**config.mk**
```make
export PLATFORM = sky130hd
export DESIGN_NAME = mem_arbiter_flat
export DESIGN_NICKNAME = d
export VERILOG_FILES = /design/src/rtl/mem_arbiter_pkg.sv /design/src/rtl/mem_arbiter_if.sv /design/src/rtl/mem_arbiter_pick.sv /design/src/rtl/mem_arbiter.sv /design/src/flat_wrapper.sv
export SDC_FILE = /design/constraint.sdc
export NUM_CORES = 1
export LEC_CHECK = 0
export ABC_AREA = 0
export CELL_PAD_IN_SITES_DETAIL_PLACEMENT = 1
export CELL_PAD_IN_SITES_GLOBAL_PLACEMENT = 2
export CORE_MARGIN = 4
export CORE_UTILIZATION = 26
export CTS_CLUSTER_SIZE = 8
export DETAILED_ROUTE_END_ITERATION = 10
export PLACE_DENSITY_LB_ADDON = 0.1
export SYNTH_ARGS = -nofsm -noshare
export SYNTH_HDL_FRONTEND = slang
export SYNTH_SLANG_ARGS = --single-unit
```
**constraint.sdc**
```tcl
create_clock -name clk_in -period 4.7 [get_ports clk_in]
set_input_delay 0.94 -clock clk_in [delete_from_list [all_inputs] [get_ports clk_in]]
set_output_delay 0.94 -clock clk_in [all_outputs]
set_load 0.02 [all_outputs]
```
**src/rtl/mem_arbiter_pkg.sv**
```systemverilog
// Shared definitions for the memory arbiter.
// Holds the controller state encoding, the byte-count size codes, the IO base
// address default, and a helper that folds the illegal size code onto word.
package mem_arbiter_pkg;

  typedef enum logic [2:0] {
    ST_IDLE,
    ST_ISSUE_IF,
    ST_WAIT_IF,
    ST_ISSUE_LSB,
    ST_WAIT_LSB,
    ST_DRAIN
  } arb_state_t;

  // Size codes give the number of extra bytes after the first one.
  localparam logic [1:0] SZ_BYTE = 2'b00;
  localparam logic [1:0] SZ_HALF = 2'b01;
  localparam logic [1:0] SZ_WORD = 2'b11;

  localparam logic [31:0] IO_BASE_DEFAULT = 32'h0003_0000;

  // 2'b10 has no meaning to the controller; treat it as a full word.
  function automatic logic [1:0] norm_size(input logic [1:0] sz);
    return (sz == 2'b10) ? SZ_WORD : sz;
  endfunction

endpackage

```
**src/rtl/mem_arbiter_if.sv**
```systemverilog
// Bus bundle between the requesters, the arbiter and the memory controller.
// master : arbiter view (takes requester requests and controller status,
//          drives acks/data back to requesters and the request to the controller)
// slave  : environment view (requesters plus memory controller)
// Signals:
//   if_*  : instruction fetcher request/ack/data
//   lsb_* : load/store buffer request/ack/data
//   mc_*  : memory controller request fields and completion status
interface mem_arbiter_if;

  logic        if_req_in;
  logic [31:0] if_addr_in;
  logic        if_ack_out;
  logic [31:0] if_data_out;

  logic        lsb_req_in;
  logic        lsb_wr_in;
  logic [1:0]  lsb_size_in;
  logic [31:0] lsb_addr_in;
  logic [31:0] lsb_wdata_in;
  logic        lsb_ack_out;
  logic [31:0] lsb_rdata_out;

  logic        mc_req_out;
  logic        mc_wr_out;
  logic [1:0]  mc_size_out;
  logic [31:0] mc_addr_out;
  logic [31:0] mc_wdata_out;
  logic        mc_busy_in;
  logic        mc_done_in;
  logic [31:0] mc_rdata_in;

  modport master (
    input  if_req_in, if_addr_in,
    output if_ack_out, if_data_out,
    input  lsb_req_in, lsb_wr_in, lsb_size_in, lsb_addr_in, lsb_wdata_in,
    output lsb_ack_out, lsb_rdata_out,
    output mc_req_out, mc_wr_out, mc_size_out, mc_addr_out, mc_wdata_out,
    input  mc_busy_in, mc_done_in, mc_rdata_in
  );

  modport slave (
    output if_req_in, if_addr_in,
    input  if_ack_out, if_data_out,
    output lsb_req_in, lsb_wr_in, lsb_size_in, lsb_addr_in, lsb_wdata_in,
    input  lsb_ack_out, lsb_rdata_out,
    input  mc_req_out, mc_wr_out, mc_size_out, mc_addr_out, mc_wdata_out,
    output mc_busy_in, mc_done_in, mc_rdata_in
  );

endinterface

```
**src/rtl/mem_arbiter_pick.sv**
```systemverilog
// Combinational grant decision for the memory arbiter.
// Ports:
//   if_req, flush             : fetch request and pipeline flush
//   lsb_req, lsb_wr, lsb_addr : LSB request, direction and address
//   io_full                   : UART buffer full (blocks IO stores)
//   streak                    : consecutive LSB grants while a fetch waited
//   grant_if, grant_lsb       : one-hot (or none) winner
//   streak_next               : streak value to store if this decision is taken
module mem_arb_pick
  import mem_arbiter_pkg::*;
#(
  parameter int unsigned  LSB_STREAK_MAX = 4,
  parameter int unsigned  STREAK_W       = 3,
  parameter logic [31:0]  IO_BASE        = IO_BASE_DEFAULT
) (
  input  logic                if_req,
  input  logic                flush,
  input  logic                lsb_req,
  input  logic                lsb_wr,
  input  logic [31:0]         lsb_addr,
  input  logic                io_full,
  input  logic [STREAK_W-1:0] streak,
  output logic                grant_if,
  output logic                grant_lsb,
  output logic [STREAK_W-1:0] streak_next
);

  localparam logic [STREAK_W-1:0] STREAK_CAP = STREAK_W'(LSB_STREAK_MAX);

  logic lsb_ok;
  logic if_ok;
  logic force_if;

  always_comb begin
    // A store into IO space must wait while the UART cannot take it.
    lsb_ok    = lsb_req && !(lsb_wr && (lsb_addr >= IO_BASE) && io_full);
    if_ok     = if_req && !flush;
    force_if  = (streak == STREAK_CAP);
    grant_if  = if_ok && (!lsb_ok || force_if);
    grant_lsb = lsb_ok && !grant_if;

    // The streak can only sit at the cap with an LSB grant if the fetch was
    // ineligible (flush), so saturate there rather than wrap.
    if (grant_lsb && if_req)
      streak_next = force_if ? streak : streak + STREAK_W'(1);
    else if (grant_if || !if_req)
      streak_next = '0;
    else
      streak_next = streak;
  end

endmodule

```
**src/rtl/mem_arbiter.sv**
```systemverilog
// Memory arbiter between the instruction fetcher / load-store buffer and the
// byte-serial memory controller. One registered request pulse per transaction,
// grant held until the controller completes, then data plus a one-cycle ack.
// Ports:
//   clk_in            : system clock
//   rst_in            : asynchronous active-low reset
//   rdy_in            : global ready, low freezes all state
//   flush_in          : misprediction flush (cancels an outstanding fetch)
//   io_buffer_full_in : UART buffer full, holds stores to IO space
//   bus               : requester and memory-controller signals (master view)
module mem_arbiter
  import mem_arbiter_pkg::*;
#(
  parameter int unsigned  LSB_STREAK_MAX = 4,
  parameter int unsigned  STREAK_W       = 3,
  parameter logic [31:0]  IO_BASE        = IO_BASE_DEFAULT
) (
  input  logic            clk_in,
  input  logic            rst_in,
  input  logic            rdy_in,
  input  logic            flush_in,
  input  logic            io_buffer_full_in,
  mem_arbiter_if.master   bus
);

  arb_state_t          state_reg;
  logic [STREAK_W-1:0] streak_reg;
  logic [STREAK_W-1:0] streak_next;
  logic                grant_if;
  logic                grant_lsb;

  logic                mc_req_reg;
  logic                mc_wr_reg;
  logic [1:0]          mc_size_reg;
  logic [31:0]         mc_addr_reg;
  logic [31:0]         mc_wdata_reg;
  logic                if_ack_reg;
  logic [31:0]         if_data_reg;
  logic                lsb_ack_reg;
  logic [31:0]         lsb_rdata_reg;

  mem_arb_pick #(
    .LSB_STREAK_MAX (LSB_STREAK_MAX),
    .STREAK_W       (STREAK_W),
    .IO_BASE        (IO_BASE)
  ) u_pick (
    .if_req      (bus.if_req_in),
    .flush       (flush_in),
    .lsb_req     (bus.lsb_req_in),
    .lsb_wr      (bus.lsb_wr_in),
    .lsb_addr    (bus.lsb_addr_in),
    .io_full     (io_buffer_full_in),
    .streak      (streak_reg),
    .grant_if    (grant_if),
    .grant_lsb   (grant_lsb),
    .streak_next (streak_next)
  );

  always_ff @(posedge clk_in or negedge rst_in) begin
    if (!rst_in) begin
      state_reg     <= ST_IDLE;
      streak_reg    <= '0;
      mc_req_reg    <= 1'b0;
      mc_wr_reg     <= 1'b0;
      mc_size_reg   <= 2'b00;
      mc_addr_reg   <= '0;
      mc_wdata_reg  <= '0;
      if_ack_reg    <= 1'b0;
      if_data_reg   <= '0;
      lsb_ack_reg   <= 1'b0;
      lsb_rdata_reg <= '0;
    end else if (rdy_in) begin
      mc_req_reg  <= 1'b0;
      if_ack_reg  <= 1'b0;
      lsb_ack_reg <= 1'b0;
      case (state_reg)
        ST_IDLE: begin
          // The ack cycle is a forced gap: the owner still holds req here.
          if (!bus.mc_busy_in && !if_ack_reg && !lsb_ack_reg) begin
            streak_reg <= streak_next;
            if (grant_lsb) begin
              mc_req_reg   <= 1'b1;
              mc_wr_reg    <= bus.lsb_wr_in;
              mc_size_reg  <= norm_size(bus.lsb_size_in);
              mc_addr_reg  <= bus.lsb_addr_in;
              mc_wdata_reg <= bus.lsb_wdata_in;
              state_reg    <= ST_ISSUE_LSB;
            end else if (grant_if) begin
              mc_req_reg   <= 1'b1;
              mc_wr_reg    <= 1'b0;
              mc_size_reg  <= SZ_WORD;
              mc_addr_reg  <= bus.if_addr_in;
              mc_wdata_reg <= '0;
              state_reg    <= ST_ISSUE_IF;
            end
          end
        end
        ST_ISSUE_IF:  state_reg <= flush_in ? ST_DRAIN : ST_WAIT_IF;
        ST_WAIT_IF: begin
          if (bus.mc_done_in) begin
            // A flush coinciding with completion drops the stale instruction.
            if (!flush_in) begin
              if_data_reg <= bus.mc_rdata_in;
              if_ack_reg  <= 1'b1;
            end
            state_reg <= ST_IDLE;
          end else if (flush_in) begin
            state_reg <= ST_DRAIN;
          end
        end
        ST_ISSUE_LSB: state_reg <= ST_WAIT_LSB;
        ST_WAIT_LSB: begin
          if (bus.mc_done_in) begin
            lsb_rdata_reg <= mc_wr_reg ? 32'h0 : bus.mc_rdata_in;
            lsb_ack_reg   <= 1'b1;
            state_reg     <= ST_IDLE;
          end
        end
        ST_DRAIN: begin
          if (bus.mc_done_in) state_reg <= ST_IDLE;
        end
        default: state_reg <= ST_IDLE;
      endcase
    end
  end

  assign bus.mc_req_out    = mc_req_reg;
  assign bus.mc_wr_out     = mc_wr_reg;
  assign bus.mc_size_out   = mc_size_reg;
  assign bus.mc_addr_out   = mc_addr_reg;
  assign bus.mc_wdata_out  = mc_wdata_reg;
  assign bus.if_ack_out    = if_ack_reg;
  assign bus.if_data_out   = if_data_reg;
  assign bus.lsb_ack_out   = lsb_ack_reg;
  assign bus.lsb_rdata_out = lsb_rdata_reg;

endmodule
```
**src/flat_wrapper.sv**
```systemverilog
// flat-port wrapper written by rule: the top's interface ports become plain ports
module mem_arbiter_flat import mem_arbiter_pkg::*;
#(
  parameter int unsigned  LSB_STREAK_MAX = 4,
  parameter int unsigned  STREAK_W       = 3,
  parameter logic [31:0]  IO_BASE        = IO_BASE_DEFAULT
)
  (clk_in, rst_in, rdy_in, flush_in, io_buffer_full_in, bus_if_req_in, bus_if_addr_in, bus_if_ack_out, bus_if_data_out, bus_lsb_req_in, bus_lsb_wr_in, bus_lsb_size_in, bus_lsb_addr_in, bus_lsb_wdata_in, bus_lsb_ack_out, bus_lsb_rdata_out, bus_mc_req_out, bus_mc_wr_out, bus_mc_size_out, bus_mc_addr_out, bus_mc_wdata_out, bus_mc_busy_in, bus_mc_done_in, bus_mc_rdata_in);
  mem_arbiter_if bus_i ();
  input  logic clk_in;
  input  logic rst_in;
  input  logic rdy_in;
  input  logic flush_in;
  input  logic io_buffer_full_in;
  input wire logic [$bits(bus_i.if_req_in)-1:0] bus_if_req_in;
  input wire logic [$bits(bus_i.if_addr_in)-1:0] bus_if_addr_in;
  output wire logic [$bits(bus_i.if_ack_out)-1:0] bus_if_ack_out;
  output wire logic [$bits(bus_i.if_data_out)-1:0] bus_if_data_out;
  input wire logic [$bits(bus_i.lsb_req_in)-1:0] bus_lsb_req_in;
  input wire logic [$bits(bus_i.lsb_wr_in)-1:0] bus_lsb_wr_in;
  input wire logic [$bits(bus_i.lsb_size_in)-1:0] bus_lsb_size_in;
  input wire logic [$bits(bus_i.lsb_addr_in)-1:0] bus_lsb_addr_in;
  input wire logic [$bits(bus_i.lsb_wdata_in)-1:0] bus_lsb_wdata_in;
  output wire logic [$bits(bus_i.lsb_ack_out)-1:0] bus_lsb_ack_out;
  output wire logic [$bits(bus_i.lsb_rdata_out)-1:0] bus_lsb_rdata_out;
  output wire logic [$bits(bus_i.mc_req_out)-1:0] bus_mc_req_out;
  output wire logic [$bits(bus_i.mc_wr_out)-1:0] bus_mc_wr_out;
  output wire logic [$bits(bus_i.mc_size_out)-1:0] bus_mc_size_out;
  output wire logic [$bits(bus_i.mc_addr_out)-1:0] bus_mc_addr_out;
  output wire logic [$bits(bus_i.mc_wdata_out)-1:0] bus_mc_wdata_out;
  input wire logic [$bits(bus_i.mc_busy_in)-1:0] bus_mc_busy_in;
  input wire logic [$bits(bus_i.mc_done_in)-1:0] bus_mc_done_in;
  input wire logic [$bits(bus_i.mc_rdata_in)-1:0] bus_mc_rdata_in;
  assign bus_i.if_req_in = bus_if_req_in;
  assign bus_i.if_addr_in = bus_if_addr_in;
  assign bus_if_ack_out = bus_i.if_ack_out;
  assign bus_if_data_out = bus_i.if_data_out;
  assign bus_i.lsb_req_in = bus_lsb_req_in;
  assign bus_i.lsb_wr_in = bus_lsb_wr_in;
  assign bus_i.lsb_size_in = bus_lsb_size_in;
  assign bus_i.lsb_addr_in = bus_lsb_addr_in;
  assign bus_i.lsb_wdata_in = bus_lsb_wdata_in;
  assign bus_lsb_ack_out = bus_i.lsb_ack_out;
  assign bus_lsb_rdata_out = bus_i.lsb_rdata_out;
  assign bus_mc_req_out = bus_i.mc_req_out;
  assign bus_mc_wr_out = bus_i.mc_wr_out;
  assign bus_mc_size_out = bus_i.mc_size_out;
  assign bus_mc_addr_out = bus_i.mc_addr_out;
  assign bus_mc_wdata_out = bus_i.mc_wdata_out;
  assign bus_i.mc_busy_in = bus_mc_busy_in;
  assign bus_i.mc_done_in = bus_mc_done_in;
  assign bus_i.mc_rdata_in = bus_mc_rdata_in;
  mem_arbiter #(.LSB_STREAK_MAX(LSB_STREAK_MAX), .STREAK_W(STREAK_W), .IO_BASE(IO_BASE)) u_core (.clk_in(clk_in), .rst_in(rst_in), .rdy_in(rdy_in), .flush_in(flush_in), .io_buffer_full_in(io_buffer_full_in), .bus(bus_i));
endmodule
```
* Word-level counts from Yosys, hierarchy flattened
Cells that the tools add are included.
** Storage, ports and cells
- Word-level logic and storage cells :: 84
- Register bits :: 140
- Input port bits :: 140
- Output and inout port bits :: 134
** Cells by class
- Add/subtract/negate cells :: 1
- Order comparisons :: 1
- Eq/ne operators :: 12
- Muxes and demuxes :: 30
- Bitwise operators :: 1
- Reduce and logical (&&, ||, !) cells :: 28
** Operators by type and width (number)
- $mux 32 :: 5
- $ge 32x18->1 const B :: 1
- $mux 3 :: 10
- $pmux 3 s5 :: 1
- $mux 1 :: 11
- $reduce_and 5->1 :: 2
- $eq 3x3->1 const B :: 3
- $logic_and 1x1->1 :: 9
- $logic_not 1->1 :: 8
- $reduce_and 4->1 :: 2
- $eq 3x2->1 const B :: 2
- $mux 2 :: 3
- $ne 2x1->1 const B :: 2
- $reduce_bool 2->1 :: 2
- $add 3x1->3 const B :: 1
- $eq 3x1->1 const B :: 1
- $logic_not 3->1 :: 1
- $ne 3x1->1 const B :: 1
- $ne 3x3->1 const B :: 1
- $reduce_and 3->1 :: 1
- $eq 2x2->1 const B :: 1
- $logic_or 1x1->1 :: 2
- $ne 2x2->1 const B :: 1
- $reduce_or 2->1 :: 1
- $not 1->1 :: 1

* Depth between registers and ports, before layout
Gate-level depths: netlist (run 1).
- Depth in word-level cells :: 13
- Depth in mapped cells :: 8
- Gate-level depth less buffers :: 6

* Modules after synthesis
Synthesis (run 1) repeated with hierarchy kept, for this count alone.
** Second synthesis, totals
- Cell total of the unflattened synthesis :: 473
- Area total of the unflattened synthesis :: 6042.0 µm²
** By module, submodules not included
- mem_arbiter :: times used 1, sequential area each 3503.4 µm², cells an instance 443, area an instance 5839.4 µm²
- mem_arb_pick :: times used 1, sequential area each 0.0 µm², cells an instance 30, area an instance 202.7 µm²

* Least setup slack after synthesis (run 1)
OpenSTA, ideal clock, no wires.
- Path kind :: input to register
- From :: input flush_in
- To :: register u_core.mc_wdata_reg[12], in the netlist u_core.bus.mc_wdata_out[12]
- Slack :: 2.514 ns
- Buffers on the path :: 3
- Data required time :: 4.583 ns
- Arrival time :: 2.068 ns
- Cell stages on the path :: 8
- Library setup time :: 0.117 ns
- Cell sequence :: buf_2 nor2b_2 or2_2 o21a_1 buf_4 buf_2 nand3_1 nand2_1
** Between the ends
- Cells in the longest elaborated chain, start to end :: 7
- Elaborated cells on any way between the ends :: 8
- Those cells by class :: mux: 1; reduce/logical: 7
** Ends and longest elaborated chain
- from (decl) :: line flat_wrapper.sv:13 : input logic flush_in;
- $logic_not 1->1 (*)
- $logic_and 1x1->1 (*) :: line mem_arbiter_pick.sv:37 : if_ok = if_req && !flush;
- $logic_and 1x1->1 (*) :: line mem_arbiter_pick.sv:39 : grant_if = if_ok && (!lsb_ok || force_if);
- $logic_not 1->1 :: line mem_arbiter_pick.sv:40 : grant_lsb = lsb_ok && !grant_if;
- $logic_and 1x1->1 :: line mem_arbiter_pick.sv:40
- $reduce_bool 2->1 (no line)
- $reduce_and 4->1 (no line)
- to (signal assigned) :: line mem_arbiter.sv:86 : mc_wdata_reg <= bus.lsb_wdata_in;
- to (decl) :: line mem_arbiter.sv:36 : logic [31:0] mc_wdata_reg;
Mark *: on every way between the ends. The rest lies on a longest branch, timed or not.
A chain may end at the register's enable or synchronous reset.

* Worst setup path after layout (run 1)
- From :: register u_core.mc_wr_reg, in the netlist u_core.bus.mc_wr_out
- To :: output bus_mc_wr_out
** RTL lines
- from (decl) :: line mem_arbiter.sv:33 : logic mc_wr_reg;
- from (signal assigned) :: line mem_arbiter.sv:83 : mc_wr_reg <= bus.lsb_wr_in;
- to (decl) :: line flat_wrapper.sv:27 : output wire logic [$bits(bus_i.mc_wr_out)-1:0] bus_mc_wr_out;
No word-level cell between the ends.

==> metrics.yaml, run 1 <==
die_h_um: 160
vdd_drop_max_uv: 233
cp_cell_sequence: "clkdlybuf4s50_1"
core-area_mm2: 0.0226
synth_top_area_share_pct: 58.4
finalCriticalPeriod_ns: 3.12
clk_latency_ns: 0.42
avgSynthCellArea_um2: 9.81
synth_fp_nets: 754
seq_area_frac_synth_pct: 58.4
ys_top_cells_by_count: "nand2_1, dfrtp_1, a21oi_1"
cts-root-buf: "clkbuf_16"
die_x_um: 160
seq_area_mm2: 0.00350
cpLargestDelayFamily: "flip-flops"
htreeDepth: 4
die_area_mm2: 0.0256
n_fill_cell: 2528
status: "finished, final reports clean"
pin_count: 274
hold_violations: 0
dpl.hpwl_um: 15300
grt_pass1_vias: 6084
synth_flop_cell: "dfrtp_1"
via_per_inst: 4.63
start_util_pct: 26.5
fin_nets: 1014
num_rows: 55
max_stage_delay_ns: 1.00
setup-tns-final_ns: 0
areaGrowthSynthToFinish_pct: 59.5
synth_top_area_cell: "dfrtp_1"
postCtsHoldBufs: 0
rsz0062_at_grt: "no"
startpoint_type: "register"
grt_pass1_wl_um: 34800
max_freq_ghz: 0.320
yosysMostFrequentCell: "nand2_1"
synthSimpleGateAreaFrac_pct: 19.2
total_leakage_power_nw: 4.26
path_class: "register to primary output"
cts_made_buffers: 17
clk_path_buf_depth: 2
synth_top_family_by_area: "simple AND/OR/NAND/NOR gates"
grt_usage_pct: 16.9
routed_wl_um: 21300
yosysWarningCount: 0
required_ns: 3.76
timing.final.ws_setup_ns: 1.58
drive_gt1_share_pct: 8.71
tightest_slew_ns: 1.00
critPathMaxFanout: 34
slew_headroom_pct: 33.2
drc: 0
place_ws_ns: 1.23
synth-compound-area-share_pct: 11.8
finClkSkew_ns: 0.0154
synth_edf_count: 0
antenna_found_initial: 2
crit_slowest_cell: "dfrtp_1"
cts_resized: 0
first_pass_iters: 4
post_cts_buffers: 0
gp_congestion: 0.776
synth_area_mm2: 0.00600
synth_xor_area_share_pct: 0
drv_slew: 0
cp.arrival_ns: 2.18
grt_max_degree: 79
tritoncts: "yes"
cts.sink_count: 140
cap_viol_max_count: 0
overflow: 0
ys_seq_elements: 140
async_flop_share_pct: 100
setup_viol: 0
synth_fa_ha_area_share_pct: 0.417
netlist_instances: 612
postRouteAntennaNets: 0
path_clk_slew_ns: 0.07
cp_num_buf_inv: 1
synth_mux_area_share_pct: 6.17
via_count: 5417
hp-class: "register to register"
end_kind: "primary output"
min_period_over_period_pct: 66.4
portBuffers: 273
synth.distinct_cells: 43
multi_input_area_mm2: 0.00227
drt_iter0_drc: 150
routedWlPerCell_um: 18.2
synthTopCellsByArea: "dfrtp_1, nand2_1, mux2_2"
cellPowerDensity_mw_per_mm2: 677
==> logic make-up (layout without fill, tap and decap cells) <==
logic type	count (synthesis)	after routing
AND/OR/NAND/NOR	260	260
AO/OA/AOI/OAI	128	128
flip-flops	140	140
multiplexers	33	33
other	0	1
buffers and inverters	49	321
adder cells (fa/ha/maj)	2	2
==> cell usage in the layout (no fill, tap or decap), types with 5 or more instances in the layout <==
cell type          n
o21ai_0           43
mux2_2            32
clkdlybuf4s50_1  272
a21oi_1           67
nand2b_1          32
clkbuf_16         17
clkinvlp_4         5
nand2_1          141
nand3_1           34
dfrtp_1          140
buf_4              5
nor2_1            35
inv_1             10
==> metrics by stage <==
stage | hold slack (ns) | area (µm²) | total power [mW] | util, % | instances
global route | 0.496 | 9570 | 6.91 | 42.3 | 1169
floorplan | 0.471 | 6000 | 3.52 | - | 612
finish | 0.466 | 9570 | 6.48 | 42.3 | 1170
global placement | 0.449 | 8970 | 5.08 | 39.6 | 1138
detailed placement | 0.456 | 8970 | 5.17 | 39.6 | 1138
CTS | 0.471 | 9570 | 6.60 | 42.3 | 1169
==> path summary, 6_finish.rpt <==
check,end,cells past startpoint,slack (ns),from
worst max-delay path,bus_mc_wr_out,1,1.58,u_core.bus.mc_wr_out$_DFFE_PN0P_
worst min-delay path,u_core.bus.mc_wdata_out[20]$_DFFE_PN0P_,2,0.47,u_core.bus.mc_wdata_out[20]$_DFFE_PN0P_
worst max register to register,u_core.bus.mc_addr_out[3]$_DFFE_PN0P_,6,2.55,u_core.streak_reg[0]$_DFFE_PN0P_
worst min register to register,u_core.bus.mc_wdata_out[20]$_DFFE_PN0P_,2,0.47,u_core.bus.mc_wdata_out[20]$_DFFE_PN0P_
max in group asynchronous,u_core.bus.mc_addr_out[24]$_DFFE_PN0P_,2,3.17,rst_in
min in group asynchronous,u_core.bus.lsb_rdata_out[9]$_DFFE_PN0P_,1,0.55,rst_in
==> layout make-up <==
cell class,instances,share of cell area (%)
Sequential cell,140,36.6
Tap cell,285,3.72
Timing Repair Buffer,280,29.4
Antenna cell,1,0.0261
Inverter,10,0.392
Multi-Input combinational cell,423,23.7
Clock inverter,13,1.75
Clock buffer,18,4.48
==> report_power, final <==
| group | total (mW) | switching, mW | internal, mW |
|---|---|---|---|
| sequential | 2.16 | 0.373 | 1.79 |
| combinational | 2.94 | 1.51 | 1.43 |
| clock | 1.38 | 0.543 | 0.836 |
| total | 6.48 | 2.43 | 4.05 |
==> layer usage <==
layer / vias to the layer above / GRT usage [%] / routed length, µm
li1: 2580 / - / -
met3: 19 / 6.74 / 1860
met4: 4 / 4.38 / 227
met1: 2625 / 20.8 / 9020
met5: - / 0 / 27
met2: 189 / 27.8 / 10200
Note: power is estimated with default switching activity, not from simulation.
==> inputs of run 2 (changes only) <==
--- a/config.mk
+++ b/config.mk
@@ -9,7 +9,7 @@
 export CELL_PAD_IN_SITES_DETAIL_PLACEMENT = 1
 export CELL_PAD_IN_SITES_GLOBAL_PLACEMENT = 2
 export CORE_MARGIN = 4
-export CORE_UTILIZATION = 26
+export CORE_UTILIZATION = 21
 export CTS_CLUSTER_SIZE = 8
 export DETAILED_ROUTE_END_ITERATION = 10
 export PLACE_DENSITY_LB_ADDON = 0.1
==> constraint.sdc (replaced) <==
create_clock -name clk_in -period 2.8 [get_ports clk_in]
set_input_delay 0.56 -clock clk_in [delete_from_list [all_inputs] [get_ports clk_in]]
set_output_delay 0.56 -clock clk_in [all_outputs]
set_load 0.02 [all_outputs]
==> run 2 against run 1 <==
Against the previous run:
- via count rose by 1.4%
- setup slack got worse by 1.1 ns
- wire length rose by 7.7%
- non-clock buffer count rose by 14
- design area rose by 2.6%
- final cell count rose by 9.1%
- first-iteration DRC count fell by 7.3%
- die area rose by 23%
- sequential share of layout area fell by 0.92 points
- core utilization fell by 7.2 points
- register-to-register slack got worse by 1.5 ns
- power rose by 68%
- critical endpoint is now u_core.bus.mc_addr_out[19]$_DFFE_PN0P_
- largest power group unchanged
==> metrics.yaml, run 2 (synthesis gave the netlist of run 1 again) <==
htreeDepth: 4  # unchanged
cellPowerDensity_mw_per_mm2: 1110  # was 677 mW/mm²
tritoncts: "yes"  # unchanged
via_per_inst: 4.30  # was 4.63
start_util_pct: 21.4  # was 26.5%
total_power_mw: 10.9  # was 6.48 mW
path_clk_slew_ns: 0.08  # was 0.07 ns
fin_util_pct: 35.1  # was 42.3%
cts.sink_count: 140  # unchanged
dp_cells: 1245  # was 1,138
clk_path_buf_depth: 2  # unchanged
die_h_um: 177  # was 160 µm
fin_nets: 1028  # was 1,014
areaGrowthSynthToFinish_pct: 63.6  # was 59.5%
antenna_found_initial: 3  # was 2
max_freq_ghz: 0.437
worst_hold_slack_ns: 0.0458  # was 0.466 ns
cts-root-buf: "clkbuf_16"  # unchanged
crit_slowest_cell: "nor4_1"  # was dfrtp_1
grt_pass1_vias: 6140  # was 6,084
gr-max-usage-layer: "met2"  # unchanged
grt_pass1_wl_um: 36200  # was 34,800 µm
drt_iter0_drc: 139  # was 150
gp_congestion: 0.760  # was 0.776
fin_cells: 1277  # was 1,170
end_kind: "register"  # was primary output
portBuffers: 273  # unchanged
routed_wl_um: 22900  # was 21,300 µm
rsz0062_at_grt: "no"  # unchanged
multi_input_area_mm2: 0.00227  # unchanged
setup-tns-final_ns: 0  # unchanged
core-area_mm2: 0.0280  # was 0.0226 mm²
r2r_start: "u_core.bus.if_ack_out$_DFFE_PN0P_"  # was u_core.streak_reg[0]$_DFFE_PN0P_
tightest_slew_ns: 0.445  # was 1.00 ns
total_leakage_power_nw: 4.36  # was 4.26 nW
cp_cell_sequence: "clkdlybuf4s50_1 > nor4_1 > buf_4 > a41o_2 > and2_4 > buf_12 > a21oi_1 > a21oi_1"  # was clkdlybuf4s50_1
stdcell_area_mm2: 0.00982  # was 0.00957 mm²
insertedDiodeCount: 0  # was 1
startpoint_type: "input pin"  # was register
setup_viol: 0  # unchanged
finalCriticalPeriod_ns: 2.29
die_area_mm2: 0.0314  # was 0.0256 mm²
finClkSkew_ns: 0.0137  # was 0.0154 ns
cts_made_buffers: 17  # unchanged
cp.arrival_ns: 2.63  # was 2.18 ns
overflow: 0  # unchanged
drv_slew: 0  # unchanged
max_stage_delay_ns: 0.46  # was 1.00 ns
layout_common_cells: "clkdlybuf4s50_1, nand2_1, dfrtp_1"  # unchanged
dpl.hpwl_um: 16900  # was 15,300 µm
status: "finished, final reports clean"  # unchanged
drive_gt1_share_pct: 10.3  # was 8.71%
drc: 0  # unchanged
hold_violations: 0  # unchanged
grt_max_degree: 55  # was 79
vdd_drop_max_uv: 318  # was 233 µV
critPathMaxFanout: 54  # was 34
grtUsageMet1_pct: 18.0  # was 20.8%
cap_viol_max_count: 0  # unchanged
cp_num_buf_inv: 3  # was 1
clk_latency_ns: 0.42  # about the same
routedWlPerCell_um: 18.0  # was 18.2 µm
post_cts_buffers: 0  # unchanged
postRouteAntennaNets: 0  # unchanged
met2_usage_pct: 23.2  # was 27.8%
min_period_over_period_pct: 81.7
num_rows: 61  # was 55
via_count: 5494  # was 5,417
hp-class: "input pin to asynchronous set/reset pin"  # was register to register
mostFrequentLayoutCell: "clkdlybuf4s50_1"  # unchanged
timing.final.ws_setup_ns: 0.512  # was 1.58 ns
slew_headroom_pct: 70.0  # was 33.2%
die_x_um: 177  # was 160 µm
place_ws_ns: 0.106  # was 1.23 ns
grt_usage_pct: 14.8  # was 16.9%
crit_start: "bus_lsb_addr_in[20]"  # was u_core.bus.mc_wr_out$_DFFE_PN0P_
path_class: "input pin to register"  # was register to primary output
postCtsHoldBufs: 0  # unchanged
pin_count: 274  # unchanged
required_ns: 3.15  # was 3.76 ns
gr-usage-met3_pct: 6.94  # was 6.74%
seq_area_mm2: 0.00350  # unchanged
cp_common_cell: "a21oi_1"
cts_resized: 0  # unchanged
first_pass_iters: 4  # unchanged
placed_cell_area_mm2: 0.00926  # was 0.00897 mm²
cpLargestDelayFamily: "buffers and inverters"  # was flip-flops
n_fill_cell: 3186  # was 2,528
-- run 2: report_power, final --
part | internal [mW] | switching (mW) | total (mW)
sequential | 3.00 | 0.562 | 3.57
combinational | 2.44 | 2.63 | 5.07
clock | 1.20 | 1.04 | 2.24
total | 6.64 | 4.23 | 10.9
-- run 2: path summary, 6_finish.rpt --
check                                                           to  slack (ns)  cells past startpoint
min in group clk_in        u_core.bus.mc_wdata_out[17]$_DFFE_PN0P_        0.46                      2
setup / recovery            u_core.bus.mc_addr_out[19]$_DFFE_PN0P_        0.51                      8
max in group asynchronous   u_core.bus.mc_wdata_out[3]$_DFFE_PN0P_        2.00                      2
hold reg to reg            u_core.bus.mc_wdata_out[17]$_DFFE_PN0P_        0.46                      2
hold / removal             u_core.bus.lsb_rdata_out[8]$_DFFE_PN0P_        0.05                      1
setup reg to reg           u_core.bus.mc_wdata_out[28]$_DFFE_PN0P_        1.01                      6
-- run 2: layout make-up --
cell class | count | area share (%)
clock buffers | 18 | 4.47
flip-flops and latches | 140 | 35.7
inverters | 10 | 0.382
clock inverters | 14 | 1.26
multi-input cells | 423 | 23.1
well taps | 378 | 4.82
repair buffers | 294 | 30.3
-- run 2: per-layer routing --
metal | share of wire (%) | vias up
met5 | 0.18 | -
met4 | 1.5 | 6
met3 | 11 | 24
met2 | 45 | 188
met1 | 42 | 2666
li1 | - | 2610
-- run 2: worst register-to-register path: cells and delay by family, from the launching register on --
kind / cells / cell delay [ns]
buf+inv: 1 / 0.25
flops: 1 / 0.42
compound gates: 2 / 0.52
simple gates: 3 / 0.53
